===== src/rtl/calculator_sequencer.sv =====
// rtl/calculator_sequencer.sv - instruction sequencer for the 4-bit calculator datapath (timeout option: CALC_SEQ_TIMEOUT_EN)
module calculator_sequencer #(
  parameter int TIMEOUT_CYCLES = 16
) (
  input  logic       clk,
  input  logic       reset,
  input  logic       start,
  input  logic [3:0] operand_a,
  input  logic [3:0] operand_b,
  input  logic [1:0] op_sel,
  output logic       busy,
  output logic [3:0] dp_data,
  output logic [2:0] dp_op_code,
  output logic [1:0] dp_compute_op,
  input  logic [7:0] dp_result,
  input  logic       dp_done,
  input  logic       dp_negative,
  input  logic       dp_div_by_zero,
  output logic [7:0] result,
  output logic       negative,
  output logic       div_by_zero,
  output logic       valid,
  output logic       timeout_err
);

  typedef enum logic [2:0] {
    S_IDLE,
    S_LOAD_A,
    S_LOAD_B,
    S_COMPUTE,
    S_REPORT
  } state_t;

  localparam logic [2:0] OP_NOP     = 3'b000;
  localparam logic [2:0] OP_LOAD_A  = 3'b001;
  localparam logic [2:0] OP_LOAD_B  = 3'b011;
  localparam logic [2:0] OP_COMPUTE = 3'b100;

  // Reject out-of-range timeouts at elaboration; the counter is only 8 bits.
  if ((TIMEOUT_CYCLES < 2) || (TIMEOUT_CYCLES > 255)) begin : g_bad_timeout
    $error("calculator_sequencer: TIMEOUT_CYCLES must be in 2..255");
  end

  state_t     r_state;
  logic [3:0] r_op_b;
  logic [3:0] r_dp_data;
  logic [2:0] r_op_code;
  logic [1:0] r_compute_op;
  logic [7:0] r_result;
  logic       r_negative;
  logic       r_div_by_zero;
  logic       r_valid;
  logic       r_busy;

`ifdef CALC_SEQ_TIMEOUT_EN
  localparam logic [7:0] TMO_LIMIT = 8'(TIMEOUT_CYCLES);

  logic [7:0] r_tmo_cnt;
  logic       r_timeout_err;
  logic       w_tmo_expire;

  // Expiry is seen on the edge that brings the count up to TIMEOUT_CYCLES.
  assign w_tmo_expire = (r_tmo_cnt == (TMO_LIMIT - 8'd1));
`endif

  // Sequencer FSM; every datapath-facing output is registered alongside the state.
  always_ff @(posedge clk or negedge reset) begin
    if (!reset) begin
      r_state       <= S_IDLE;
      r_op_b        <= 4'd0;
      r_dp_data     <= 4'd0;
      r_op_code     <= OP_NOP;
      r_compute_op  <= 2'd0;
      r_result      <= 8'd0;
      r_negative    <= 1'b0;
      r_div_by_zero <= 1'b0;
      r_valid       <= 1'b0;
      r_busy        <= 1'b0;
`ifdef CALC_SEQ_TIMEOUT_EN
      r_tmo_cnt     <= 8'd0;
      r_timeout_err <= 1'b0;
`endif
    end else begin
      r_valid <= 1'b0;
      case (r_state)
        S_IDLE: begin
          if (start) begin
            r_op_b       <= operand_b;
            r_compute_op <= op_sel;
            r_dp_data    <= operand_a;
            r_op_code    <= OP_LOAD_A;
            r_busy       <= 1'b1;
            r_state      <= S_LOAD_A;
`ifdef CALC_SEQ_TIMEOUT_EN
            r_timeout_err <= 1'b0;
`endif
          end
        end
        S_LOAD_A: begin
          r_dp_data <= r_op_b;
          r_op_code <= OP_LOAD_B;
          r_state   <= S_LOAD_B;
        end
        S_LOAD_B: begin
          r_dp_data <= 4'd0;
          r_op_code <= OP_COMPUTE;
          r_state   <= S_COMPUTE;
`ifdef CALC_SEQ_TIMEOUT_EN
          r_tmo_cnt <= 8'd0;
`endif
        end
        S_COMPUTE: begin
`ifdef CALC_SEQ_TIMEOUT_EN
          // Saturating count; the state is left at expiry so it never wraps.
          if (r_tmo_cnt != TMO_LIMIT) begin
            r_tmo_cnt <= r_tmo_cnt + 8'd1;
          end
`endif
          // Done takes priority over a coincident timeout expiry.
          if (dp_done) begin
            r_result      <= dp_result;
            r_negative    <= dp_negative;
            r_div_by_zero <= dp_div_by_zero;
            r_valid       <= 1'b1;
            r_op_code     <= OP_NOP;
            r_state       <= S_REPORT;
          end
`ifdef CALC_SEQ_TIMEOUT_EN
          else if (w_tmo_expire) begin
            r_timeout_err <= 1'b1;
            r_op_code     <= OP_NOP;
            r_busy        <= 1'b0;
            r_state       <= S_IDLE;
          end
`endif
        end
        S_REPORT: begin
          r_op_code <= OP_NOP;
          r_dp_data <= 4'd0;
          r_busy    <= 1'b0;
          r_state   <= S_IDLE;
        end
        default: begin
          r_op_code <= OP_NOP;
          r_dp_data <= 4'd0;
          r_busy    <= 1'b0;
          r_state   <= S_IDLE;
        end
      endcase
    end
  end

  assign busy          = r_busy;
  assign dp_data       = r_dp_data;
  assign dp_op_code    = r_op_code;
  assign dp_compute_op = r_compute_op;
  assign result        = r_result;
  assign negative      = r_negative;
  assign div_by_zero   = r_div_by_zero;
  assign valid         = r_valid;
`ifdef CALC_SEQ_TIMEOUT_EN
  assign timeout_err   = r_timeout_err;
`else
  assign timeout_err   = 1'b0;
`endif

endmodule


===== config.mk =====
export PLATFORM = sky130hd
export DESIGN_NAME = calculator_sequencer
export DESIGN_NICKNAME = d
export VERILOG_FILES = /design/src/rtl/calculator_sequencer.sv
export SDC_FILE = /design/constraint.sdc
export NUM_CORES = 1
export LEC_CHECK = 0
export CORE_MARGIN = 10
export CORE_UTILIZATION = 45
export CTS_CLUSTER_SIZE = 28
export DETAILED_ROUTE_END_ITERATION = 6
export DONT_BUFFER_PORTS = 1
export PLACE_DENSITY_LB_ADDON = 0.25
export SETUP_SLACK_MARGIN = 0.4
export SYNTH_ARGS = -nofsm -noshare
export SYNTH_HDL_FRONTEND = slang
export SYNTH_SLANG_ARGS = --single-unit

===== constraint.sdc =====
create_clock -name clk -period 1.73 [get_ports clk]
set_input_delay 0.2595 -clock clk [delete_from_list [all_inputs] [get_ports clk]]
set_output_delay 0.2595 -clock clk [all_outputs]
set_load 0.005 [all_outputs]

# Yosys cells after proc, flatten, opt, wreduce, memory -nomap -nowiden
# Index checks and enable logic that the tools add are counted.
# Widths: inputs -> output; s select.
[word_totals] reg_bits=28 latchBits=0 mem_bits_rw=0 mem_bits_ro=0 inputBits=24 wordCells=35 memories=0
[classes] add_sub_neg=0 n_mul=0 n_div=0 magnitude_cmp=0 n_eq_ne=5 shifts=0 mux=11 bitwise=2 reduce_logical=7
[op_table] op="$pmux 3 s4" n=2
[op_table] op="$pmux 4 s3" n=1
[op_table] op="$reduce_and 2->1" n=5
[op_table] op="$mux 3" n=3
[op_table] op="$eq 3x2->1 const B" n=2
[op_table] op="$mux 4" n=1
[op_table] op="$ne 2x2->1 const B" n=2
[op_table] op="$eq 3x1->1 const B" n=1
[op_table] op="$logic_not 3->1" n=1
[op_table] op="$mux 1" n=3
[op_table] op="$reduce_or 3->1" n=1
[op_table] op="$not 1->1" n=2
[op_table] op="$pmux 1 s2" n=1

# Logic depth before layout (Yosys ltp)
[logic_depth] word_depth=4 ltp_mapped=5 depth_no_buf=3

# Worst setup path before layout
# Ideal clock, no wire load.
[synth_path] kind="register -> register" from="register r_state[2]" to="register r_compute_op[0], in the netlist dp_compute_op[0]" arrival_time_ns=1.175 required_ns=1.605 slack_ns=0.430 stages_incl_launch_ff=6 path_buffers=2 cell_sequence="dfrtp_1 buf_6 inv_1 and3_1 buf_6 mux2_4"
[synth_between] elab_chain_len=2
[synth_rtl] element="start, declared" line_no="44" rtl="state_t r_state;"
[synth_rtl] element="start signal, assigned" line_no="69" rtl="r_state <= S_IDLE;"
[synth_rtl] element="start signal, assigned" line_no="93" rtl="r_state <= S_LOAD_A;"
[synth_rtl] element="start signal, assigned" line_no="102" rtl="r_state <= S_LOAD_B;"
[synth_rtl] element="$logic_not 3->1" line_no="85" rtl="case (r_state)"
[synth_rtl] element="$reduce_and 2->1 (no line)"
[synth_rtl] element="end signal, assigned" line_no="89" rtl="r_compute_op <= op_sel;"
[synth_rtl] element="end, declared" line_no="48" rtl="logic [1:0] r_compute_op;"
# Every way passes these cells.
# A chain may end at the register's enable or synchronous reset.

# Worst setup path after layout
[layout_path] from="register r_state[2]" to="register r_op_b[0]"
[layout_between] elab_chain_len=2
[layout_rtl] element="$logic_not 3->1" line_no="85"
[layout_rtl] element="$reduce_and 2->1 (no line)"
[layout_rtl] element="end signal, assigned" line_no="88" rtl="r_op_b <= operand_b;"
[layout_rtl] element="end, declared" line_no="45" rtl="logic [3:0] r_op_b;"
# Every way passes these cells.

==> reports/metrics.yaml <==
synthAdderAreaFrac_pct: 0
grt_pass1_vias: 818
yosysUniqueCellTypes: 23
fillerInstances: 221
core-area_um2: 2520
r2r_cells: 3
synth_compound_area_share_pct: 7.22
synth_simple_gate_area_share_pct: 5.67
h-tree-depth: 1
hold_viol_final: 0
die_h_um: 71.9
min_period_over_period_pct: 76.1
cp_data_required_time_ns: 1.95
drtAntennaViolNets: 0
postLayoutCoreUtil_pct: 52.1
rsz0062_at_grt: "true"
cp.arrival_ns: 1.54
root_buffer: "clkbuf_4"
dr.pass1.iters: 4
whs_path_depth: 1
slowest_delay_ns: 0.50
synth_top_family_by_area: "multiplexers"
holdWs_ns: 0.0766
rr_endpoint: "r_op_b[0]"
route.vias.total: 703
power.switching_mw: 0.768
comb_power_share_pct: 37.0
vdd_drop_max_uv: 942
synth_mux_area_share_pct: 23.3
synth_seq_cells: 28
wirelength_um: 2490
max_freq_mhz: 759
seq_power_share_pct: 52.3
min-delay-start: "operand_b[1]"
gp_congestion: 0.712
yosys.area_share.xor_xnor_pct: 0
clockBufferDepth: 2
num_rows: 18
grt_max_degree: 29
drv_slew: 0
initial_core_util_pct: 48.1
cap_violations: 0
synth_area_leaders: "dfrtp_1 (58%), mux2_2 (9.3%), mux2_4 (7.4%)"
cts_tree: "done"
r2r_setup_slack_ns: 0.41
antenna_found_initial: 0
cts_made_buffers: 3
synth-edff-count: 0
startpoint_type: "register"
final.setup.tns_ns: 0
synthArstFlopShare_pct: 100
gr-total-overflow: 0
die-area_um2: 5170
io_buffer_count: 0
drtIter0Drc: 92
synth_ff_type: "dfrtp_1"
hp-class: "primary input to register"
grt_use_total_pct: 9.70
vias_per_cell: 5.58
drc: 0
fin_crit_ns: 1.32
num_io_pins: 46
hold_path_end: "r_op_b[1]"
n_antenna_cell: 0
clock_power_share_pct: 10.7
synth.most_common_cell: "dfrtp_1"
power_mw: 2.35
leakage_nw: 0.605
yosysTopAreaCell: "dfrtp_1"
syn_area_um2: 1210
drive_above_1_share_pct: 37.5
synth_common_cells: "dfrtp_1 (28), mux2_2 (10), mux2i_1 (8), mux2_4 (6)"
p_int_mw: 1.58
seq_area_frac_synth_pct: 57.7
wl_per_cell_um: 19.7
worstPathMaxFanout: 8
hpwlAfterDp_um: 1830
ys_warn_count: 0
slowest_stage: "dfrtp_2"
syn_inst: 90
clkSlewWorstSetupHoldPaths_ns: 0.14
die_w_um: 71.9
synth_fp_nets: 114
endpoint_kind: "register"
cp_cell_sequence: "inv_2 -> and3_4 -> mux2_4"
syn2layout_area_growth_pct: 8.25
grt_pass1_wl_um: 4070
worstSetupPathType: "register to register"
status: "completed"
finClkSkew_ns: 0.0110
setup_viol: 0
layout.nets: 122
cts_sinks: 28
clock_latency_ns: 0.31
reg2reg_from: "r_state[2]"
powerDensity_nw_per_um2: 1790
power.share.switching_pct: 32.7
syn_area_per_cell_um2: 13.5
synth_top_area_share_pct: 57.7
-- final cells by class --
| cell class | instances | area, um^2 | share of cell area (%) |
|---|---|---|---|
| tap | 30 | 37.5 | 2.86 |
| inverter | 2 | 7.51 | 0.571 |
| sequential | 28 | 704 | 53.6 |
| multi-input combinational | 53 | 448 | 34.1 |
| timing repair buffer | 10 | 93.8 | 7.14 |
| clock buffer | 3 | 22.5 | 1.71 |
-- sequential cells by signal (all words and copies together) (netlist names) --
register       cells
r_state            3
div_by_zero        1
busy               1
result             8
valid              1
dp_data            4
dp_op_code         3
dp_compute_op      2
r_op_b             4
negative           1
-- layout by cell type, fill, tap and decap left out, drive strengths merged, types with 2 or more instances in the layout --
cell type,netlist,routed
a21oi,2,2
buf,7,9
clkbuf,0,3
dfrtp,28,28
inv,2,2
mux2,16,16
mux2i,8,8
nand2,4,4
nor2,7,7
o21ai,2,2
o22ai,5,5
-- worst max-delay path: cells and delay by family, from the launching register on --
kind                   cells  cell delay, ns
buffers and inverters      1            0.13
flip-flops                 1            0.50
multiplexers               1            0.31
AND/OR/NAND/NOR            1            0.28
-- cell families after synthesis --
group | count (synthesis)
DFF | 28
muxes | 24
and+or+nand+nor | 15
AOI/OAI and AO/OA | 13
buffers and inverters | 9
other | 1
-- power by group through the flow --
| stage | Clock, mW | Sequential [mW] | Combinational, mW |
|---|---|---|---|
| 2_1_floorplan | 0 | 1.14 | 0.720 |
| 3_3_place_gp | 0 | 1.26 | 0.705 |
| 3_5_place_dp | 0 | 1.27 | 0.726 |
| 4_1_cts | 0.274 | 1.24 | 0.866 |
| 5_1_grt | 0.291 | 1.28 | 0.969 |
| 6_report | 0.251 | 1.23 | 0.868 |
-- how the worst max path moves through the flow --
stage / start / endpoint / slack, ns / cells after the start
2_1_floorplan: r_state[2] / dp_compute_op[0] / 0.43 / 5
3_3_place_gp: r_state[2] / r_op_b[3] / 0.21 / 3
3_5_place_dp: r_state[2] / dp_compute_op[0] / 0.19 / 3
5_1_grt: r_state[1] / result[4] / 0.37 / 4
4_1_cts: r_state[0] / result[6] / 0.42 / 4
6_report: r_state[2] / r_op_b[0] / 0.41 / 3
-- per-layer routing --
metal | global-route usage (%) | wire length [um]
met1 | 10.1 | 947
met2 | 15.7 | 1230
met3 | 5.99 | 294
met4 | 3.44 | 12
met5 | 0 | 0
-- through the flow --
step	instance area, um^2	setup slack [ns]	std cells
after floorplan	1210	0.430	90
after global placement	1210	0.206	116
after detailed placement	1210	0.192	116
after CTS	1310	0.424	126
after global routing	1310	0.371	126
final	1310	0.413	126
-- repair_timing --
item	in CTS	in global routing
pin swaps	1	1
setup buffers	5	0
gates resized for setup	6	1
hold buffers	2	0
setup endpoints to repair	16	16
endpoints found under the hold margin	28	0
No activity file was read; power rests on OpenSTA's default activity.
